===== config.mk =====
export PLATFORM = sky130hd
export DESIGN_NAME = fsm_dispatcher
export DESIGN_NICKNAME = d
export VERILOG_FILES = /design/src/rtl/fsm_dispatcher.sv
export SDC_FILE = /design/constraint.sdc
export NUM_CORES = 1
export LEC_CHECK = 0
export BUFFER_PORTS_ARGS = -buffer_cell sky130_fd_sc_hd__clkbuf_2
export CORE_ASPECT_RATIO = 1.4
export CORE_MARGIN = 8
export CORE_UTILIZATION = 60
export CTS_CLUSTER_SIZE = 8
export DETAILED_ROUTE_END_ITERATION = 7
export PLACE_DENSITY = 0.84
export SKIP_CTS_REPAIR_TIMING = 1
export SLEW_MARGIN = 5
export SYNTH_ARGS = -nofsm -noshare
export SYNTH_HDL_FRONTEND = slang
export SYNTH_SLANG_ARGS = --single-unit

===== constraint.sdc =====
create_clock -name clk -period 3.07 [get_ports clk]
set_input_delay 0.4605 -clock clk [delete_from_list [all_inputs] [get_ports clk]]
set_output_delay 0.4605 -clock clk [all_outputs]
set_load 0.1 [all_outputs]

===== src/rtl/fsm_dispatcher.sv =====
// ============================================================================
// fsm_dispatcher : queues job IDs, launches them one at a time into fsm,
//                  and reports completion or timeout for each job.
// Revision       : 1.0
// ============================================================================
`default_nettype none

module fsm_dispatcher #(
  parameter int ID_W    = 4,
  parameter int DEPTH   = 4,
  parameter int TIMEOUT = 16
) (
  input  logic                     clk,
  input  logic                     rst,
  input  logic                     req_valid,
  input  logic [ID_W-1:0]          req_id,
  output logic                     req_ready,
  output logic                     start,
  input  logic                     done,
  output logic                     cmp_valid,
  output logic [ID_W-1:0]          cmp_id,
  output logic                     cmp_timeout,
  input  logic                     cmp_ready,
  output logic                     busy,
  output logic [$clog2(DEPTH):0]   count
);

  localparam int PTR_W = $clog2(DEPTH);
  localparam int CNT_W = PTR_W + 1;
  localparam int TMR_W = $clog2(TIMEOUT);
  localparam logic [CNT_W-1:0] CNT_FULL = CNT_W'(DEPTH);
  localparam logic [TMR_W-1:0] TMR_LAST = TMR_W'(TIMEOUT - 1);

  typedef enum logic [1:0] {
    S_IDLE   = 2'd0,
    S_LAUNCH = 2'd1,
    S_WAIT   = 2'd2,
    S_REPORT = 2'd3
  } state_t;

  state_t            state;
  state_t            state_next;
  logic [ID_W-1:0]   mem [DEPTH];
  logic [PTR_W-1:0]  wr_ptr;
  logic [PTR_W-1:0]  rd_ptr;
  logic [ID_W-1:0]   cur_id;
  logic [TMR_W-1:0]  timer;
  logic              push;
  logic              pop;
  logic              rep_load;
  logic              rep_timeout;

  // No full-bypass: a full FIFO refuses even when a pop happens this cycle.
  assign req_ready = !rst && (count < CNT_FULL);
  assign push      = req_valid && req_ready;
  assign busy      = (state != S_IDLE);

  always_comb begin
    state_next  = state;
    pop         = 1'b0;
    rep_load    = 1'b0;
    rep_timeout = 1'b0;
    case (state)
      S_IDLE: begin
        if (count != '0) begin
          pop        = 1'b1;
          state_next = S_LAUNCH;
        end
      end
      S_LAUNCH: state_next = S_WAIT;
      S_WAIT: begin
        // done takes priority over a timeout expiring in the same cycle
        if (done) begin
          rep_load   = 1'b1;
          state_next = S_REPORT;
        end else if (timer == TMR_LAST) begin
          rep_load    = 1'b1;
          rep_timeout = 1'b1;
          state_next  = S_REPORT;
        end
      end
      S_REPORT: begin
        if (cmp_ready) state_next = S_IDLE;
      end
      default: state_next = S_IDLE;
    endcase
  end

  always_ff @(posedge clk) begin
    if (rst) state <= S_IDLE;
    else     state <= state_next;
  end

  always_ff @(posedge clk) begin
    if (push) mem[wr_ptr] <= req_id;
  end

  always_ff @(posedge clk) begin
    if (rst) begin
      wr_ptr      <= '0;
      rd_ptr      <= '0;
      count       <= '0;
      cur_id      <= '0;
      timer       <= '0;
      start       <= 1'b0;
      cmp_valid   <= 1'b0;
      cmp_id      <= '0;
      cmp_timeout <= 1'b0;
    end else begin
      if (push) wr_ptr <= wr_ptr + 1'b1;
      if (pop) begin
        rd_ptr <= rd_ptr + 1'b1;
        cur_id <= mem[rd_ptr];
      end
      case ({push, pop})
        2'b10:   count <= count + 1'b1;
        2'b01:   count <= count - 1'b1;
        default: count <= count;
      endcase
      // start is high exactly while the FSM sits in LAUNCH
      start <= pop;
      if (state == S_LAUNCH)    timer <= '0;
      else if (state == S_WAIT) timer <= timer + 1'b1;
      if (rep_load) begin
        cmp_valid   <= 1'b1;
        cmp_id      <= cur_id;
        cmp_timeout <= rep_timeout;
      end else if (cmp_valid && cmp_ready) begin
        cmp_valid <= 1'b0;
      end
    end
  end

endmodule

`default_nettype wire


### Word level (Yosys, flattened, before mapping)

Memories as Yosys holds them, arrays and structs flattened. A register that Yosys moved wholly into a read port is not among the register bits.
Cells that the tools add are included.
Widths: inputs -> output; s select.

| word-level totals | value |
|---|---|
| bits in registers | 20 |
| bits in latches | 0 |
| RAM bits | 16 |
| memory bits (read-only) | 0 |
| bits of input ports | 9 |
| output and inout bits | 12 |
| logic and storage cells | 53 |
| memories | 1 |

Memories:

| memory | depth | width | rd ports | clocked after memory_dff | wr ports | RTL line | text |
|---|---|---|---|---|---|---|---|
| mem | 4 | 4 | 1 | 1 | 1 | 43 | `logic [ID_W-1:0] mem [DEPTH];` |

| operators by class | value |
|---|---|
| add/sub/neg operators | 5 |
| $mul | 0 |
| divide/modulo/power cells | 0 |
| order comparisons | 1 |
| equal/unequal tests | 9 |
| shifts and indexed selects | 0 |
| muxes and demuxes | 17 |
| bitwise logic cells | 0 |
| reduce and logical (&&, ||, !) cells | 11 |

Operator list:

| kind | number |
|---|---|
| $mux 1 | 11 |
| $mux 2 | 4 |
| $pmux 2 s4 | 1 |
| $eq 2x2->1 const B | 3 |
| $pmux 3 s2 | 1 |
| $reduce_bool 2->1 | 3 |
| $add 2x1->2 const B | 2 |
| $add 4x1->4 const B | 1 |
| $eq 2x1->1 const B | 2 |
| $eq 4x4->1 const B | 1 |
| $ne 2x2->1 const B | 2 |
| $add 3x1->3 const B | 1 |
| $logic_and 1x1->1 | 3 |
| $lt 3x3->1 const B | 1 |
| $ne 3x3->1 const B | 1 |
| $reduce_and 3->1 | 1 |
| $reduce_bool 3->1 | 1 |
| $sub 3x1->3 const B | 1 |
| $logic_not 2->1 | 1 |
| $reduce_or 2->1 | 1 |
| $logic_not 1->1 | 1 |

### Depth between registers and ports, before layout

| logic depth | value |
|---|---|
| word-level depth | 5 |
| mapped depth | 10 |

### Least setup slack after synthesis

Ideal clock, no wire load.

| timing | value |
|---|---|
| path type | reg-to-reg |
| start point | register count[0] |
| end point | register count[2] |
| arrival | 2.627 ns |
| slack | 0.373 ns |
| cell stages (with the launch flop) | 9 |
| path buffers | 0 |
| cells stage by stage | dfxtp_1 o31ai_1 inv_1 ha_1 inv_1 fa_1 xor2_1 or3_1 a21oi_1 |

| between the ends | value |
|---|---|
| longest elaborated chain between the ends | 5 |

RTL lines:

| what | RTL line | text |
|---|---|---|
| start, declared | 25 | `output logic [$clog2(DEPTH):0] count` |
| start signal, assigned | 116 | `2'b10: count <= count + 1'b1;` |
| start signal, assigned | 117 | `2'b01: count <= count - 1'b1;` |
| start signal, assigned | 118 | `default: count <= count;` |
| $reduce_bool 3->1 (*) | 65 | `if (count != '0) begin` |
| $mux 1 (*) | 65 |  |
| $mux 1 (*) | 63 | `case (state)` |
| via pop | 49 | `logic pop;` |
| $eq 2x1->1 / $eq 2x2->1 (equally long branches) | 115 | `case ({push, pop})` |
| $pmux 3 s2 / $reduce_bool 2->1 (equally long branches) | n/a |  |

Mark *: on every way through the listed nets, which the timed path passes. The rest lies on a longest branch.
A chain may end at the register's enable or synchronous reset.

### Final worst setup path

| timing | value |
|---|---|
| start point | register state[0] |
| end point | register count[2] |

| between the ends | value |
|---|---|
| longest elaborated chain between the ends | 4 |

RTL lines:

| what | RTL line | text |
|---|---|---|
| start, declared | 41 | `state_t state;` |
| start signal, assigned | 91 | `else state <= state_next;` |
| $logic_not 2->1 (*) | 63 |  |
| $mux 1 (*) | 63 |  |
| via pop | 49 |  |
| $eq 2x1->1 / $eq 2x2->1 (equally long branches) | 115 |  |
| $pmux 3 s2 / $reduce_bool 2->1 (equally long branches) | n/a |  |

Marked as above.

==> results.cfg <==
[detailed_routing]
drt-vias-per-instance = 5.32
drt_iter0_drc = 51
drcViolationCount = 0
antenna_left = 0
wire_per_inst_um = 14.7
firstDrtPassIters = 4
vias = 1069
drt-total-wl_mm = 2.95

[clock_tree]
h-tree-depth = 2
cts_tree = yes
clk_pin_slew_ps = 80
numCtsBuffers = 5
clockRootBuffer = clkbuf_8
clock_latency_ps = 300
cts_buffer_depth = 2
cts.sink_count = 40

[synth]
synth_seq_cells = 40
synthArstFlopShare_pct = 0
synth.avg_cell_area_um2 = 12.5
yosysWarnings = 0
ys_seq_area_share_pct = 54.8
synth_area_um2 = 1750
synth_edf_count = 16
ys_types = 34
synthTopCellsByArea = dfxtp_1 (27%), edfxtp_1 (27%), ha_1 (7.8%)
yosysTopAreaCellShare_pct = 27.4
synth_largest_area_cell = dfxtp_1
synth_top_flop_cell = dfxtp_1
syn-num-nets = 161
synth.most_common_cell = dfxtp_1
synthTopCellsByCount = dfxtp_1 (24), edfxtp_1 (16), ha_1 (11), nand2b_1 (11), inv_1 (10)
syn_inst = 140

[sta]
timing.fmax_mhz = 422
hold_viol = 0
worst_clock_skew_ps = 6.52
min_period_over_period_pct = 77.1
slew_violations = 0
setup_tns_ps = 0
finalSetupViolations = 0
worst_pin_slew_ps = 549
fin_crit_ps = 2370
rsz0062_at_grt = false
relSlewSlack_pct = 63.6

[power_and_ir_drop]
power_density_nw_per_um2 = 951
peakVddDrop_v = 0.000690
p_leak_nw = 0.781

[global_route]
use_met1_pct = 13.5
use_met2_pct = 24.4
grt_pass1_vias = 1124
grtUsageTotal_pct = 14.0
gr-total-overflow = 0
grtUsageMet3_pct = 5.32
top_usage_layer = met2
grt_pass1_wl_mm = 4.97
grt_start_max_net_pins = 27
antenna_found_initial = 0

[critical_path]
endpoint_kind = flip-flop
cp_max_fo = 5
critPathMostFrequentCell = inv_1
arrival_ps = 2600
rrSetupSlack_ps = 700
crit_type = reg2reg
worst-path-buf-inv = 3
cp_top_family = adder cells
cp_slowest_stage_delay_ps = 380
required_ps = 3300
worstPathCellList = inv_1 -> ha_1 -> o31ai_1 -> inv_1 -> ha_1 -> inv_1 -> fa_1 -> xor2_1 -> or3_1 -> a21oi_1
start_kind = flip-flop
cp_slowest_cell = fa_1

[placement]
placed_cell_area_um2 = 1880
place_congestion = 0.808
io_buffers = 20
hpwl_mm = 2.27

[floorplan]
die_y_um = 80.0
start_util_pct = 62.2
die_x_um = 61.7
io_pins = 21
fp.dieArea_um2 = 4930
coreArea_um2 = 2820
rows = 23

[cells_and_area]
fin_nets = 184
final_area_um2 = 1990
syn_to_final_growth_pct = 13.7
antenna_cells = 0
drive_above_1_share_pct = 22.0

[flow_run]
cap_violations = 0

[outcome]
outcome = finished clean

[worst_hold_path]
hp-class = in2reg
==> per-layer routing <==
| layer | up-vias | share of wire [%] |
|---|---|---|
| li1 | 538 | - |
| met1 | 511 | 37 |
| met2 | 16 | 56 |
| met3 | 4 | 5.1 |
| met4 | 0 | 1.9 |
| met5 | - | 0 |
==> worst paths after layout <==
kind	from	end	depth (start not counted)
setup reg to reg	state[0]$_SDFFE_PP0P_	count[2]$_SDFFE_PP0P_	10
setup / recovery	state[0]$_SDFFE_PP0P_	count[2]$_SDFFE_PP0P_	10
hold / removal	req_id[1]	mem[2][1]$_DFFE_PP_	1
hold reg to reg	cmp_id[0]$_SDFFE_PP0P_	cmp_id[0]$_SDFFE_PP0P_	2
==> power by group <==
group | total, mW | switching [mW] | internal, mW
clock | 0.429 | 0.184 | 0.245
sequential | 0.723 | 0.0822 | 0.641
combinational | 0.745 | 0.508 | 0.237
total | 1.90 | 0.775 | 1.12
==> through the flow <==
| stage | power (mW) | utilization (%) | instances | hold WS (ps) | setup WS, ps |
|---|---|---|---|---|---|
| after floorplan | 1.35 | - | 140 | 459 | 373 |
| after global placement | 1.45 | 66.6 | 193 | 461 | 873 |
| after detailed placement | 1.48 | 66.6 | 193 | 465 | 733 |
| after CTS | 1.91 | 70.7 | 201 | 378 | 704 |
| after global routing | 2.00 | 70.7 | 201 | 378 | 544 |
| final | 1.90 | 70.7 | 201 | 379 | 703 |
==> registers in the layout, indices dropped and copies added, names as in the netlist <==
name,cells
state,2
cmp_id,4
count,3
cur_id,4
rd_ptr,2
timer,4
start,1
cmp_timeout,1
wr_ptr,2
mem,16
cmp_valid,1
==> cell usage in the layout, fill, tap and decap left out, types with 2 or more instances in the layout <==
cell type	instances
dfxtp_1	24
clkbuf_2	20
edfxtp_1	16
nand2b_1	11
ha_1	11
inv_1	10
nor2_1	8
mux2i_1	6
xor2_1	6
clkbuf_8	5
and2_1	4
a21oi_1	4
nor3_1	4
mux4_2	4
o2bb2ai_1	4
o31ai_1	2
o21ai_0	2
a211oi_1	2
nand2_1	2
xnor2_1	2
clkinv_4	2
==> area by class of cell <==
cell class	count	area, µm²
Sequential cell	40	961
Clock buffer	5	68.8
Multi-Input combinational cell	85	726
Fill cell	225	826
Timing Repair Buffer	21	108
Inverter	10	37.5
Tap cell	37	46.3
Clock inverter	3	47.5
==> cell families after synthesis <==
kind of cell               synth area share [%]
AOI/OAI and AO/OA                          7.42
xor gates and xnor gates                   3.99
adders and majority gates                  8.99
buffers and inverters                      3.85
DFF                                        54.8
muxes                                      8.56
and+or+nand+nor                            12.4
Note: power is estimated with default switching activity, not from simulation.
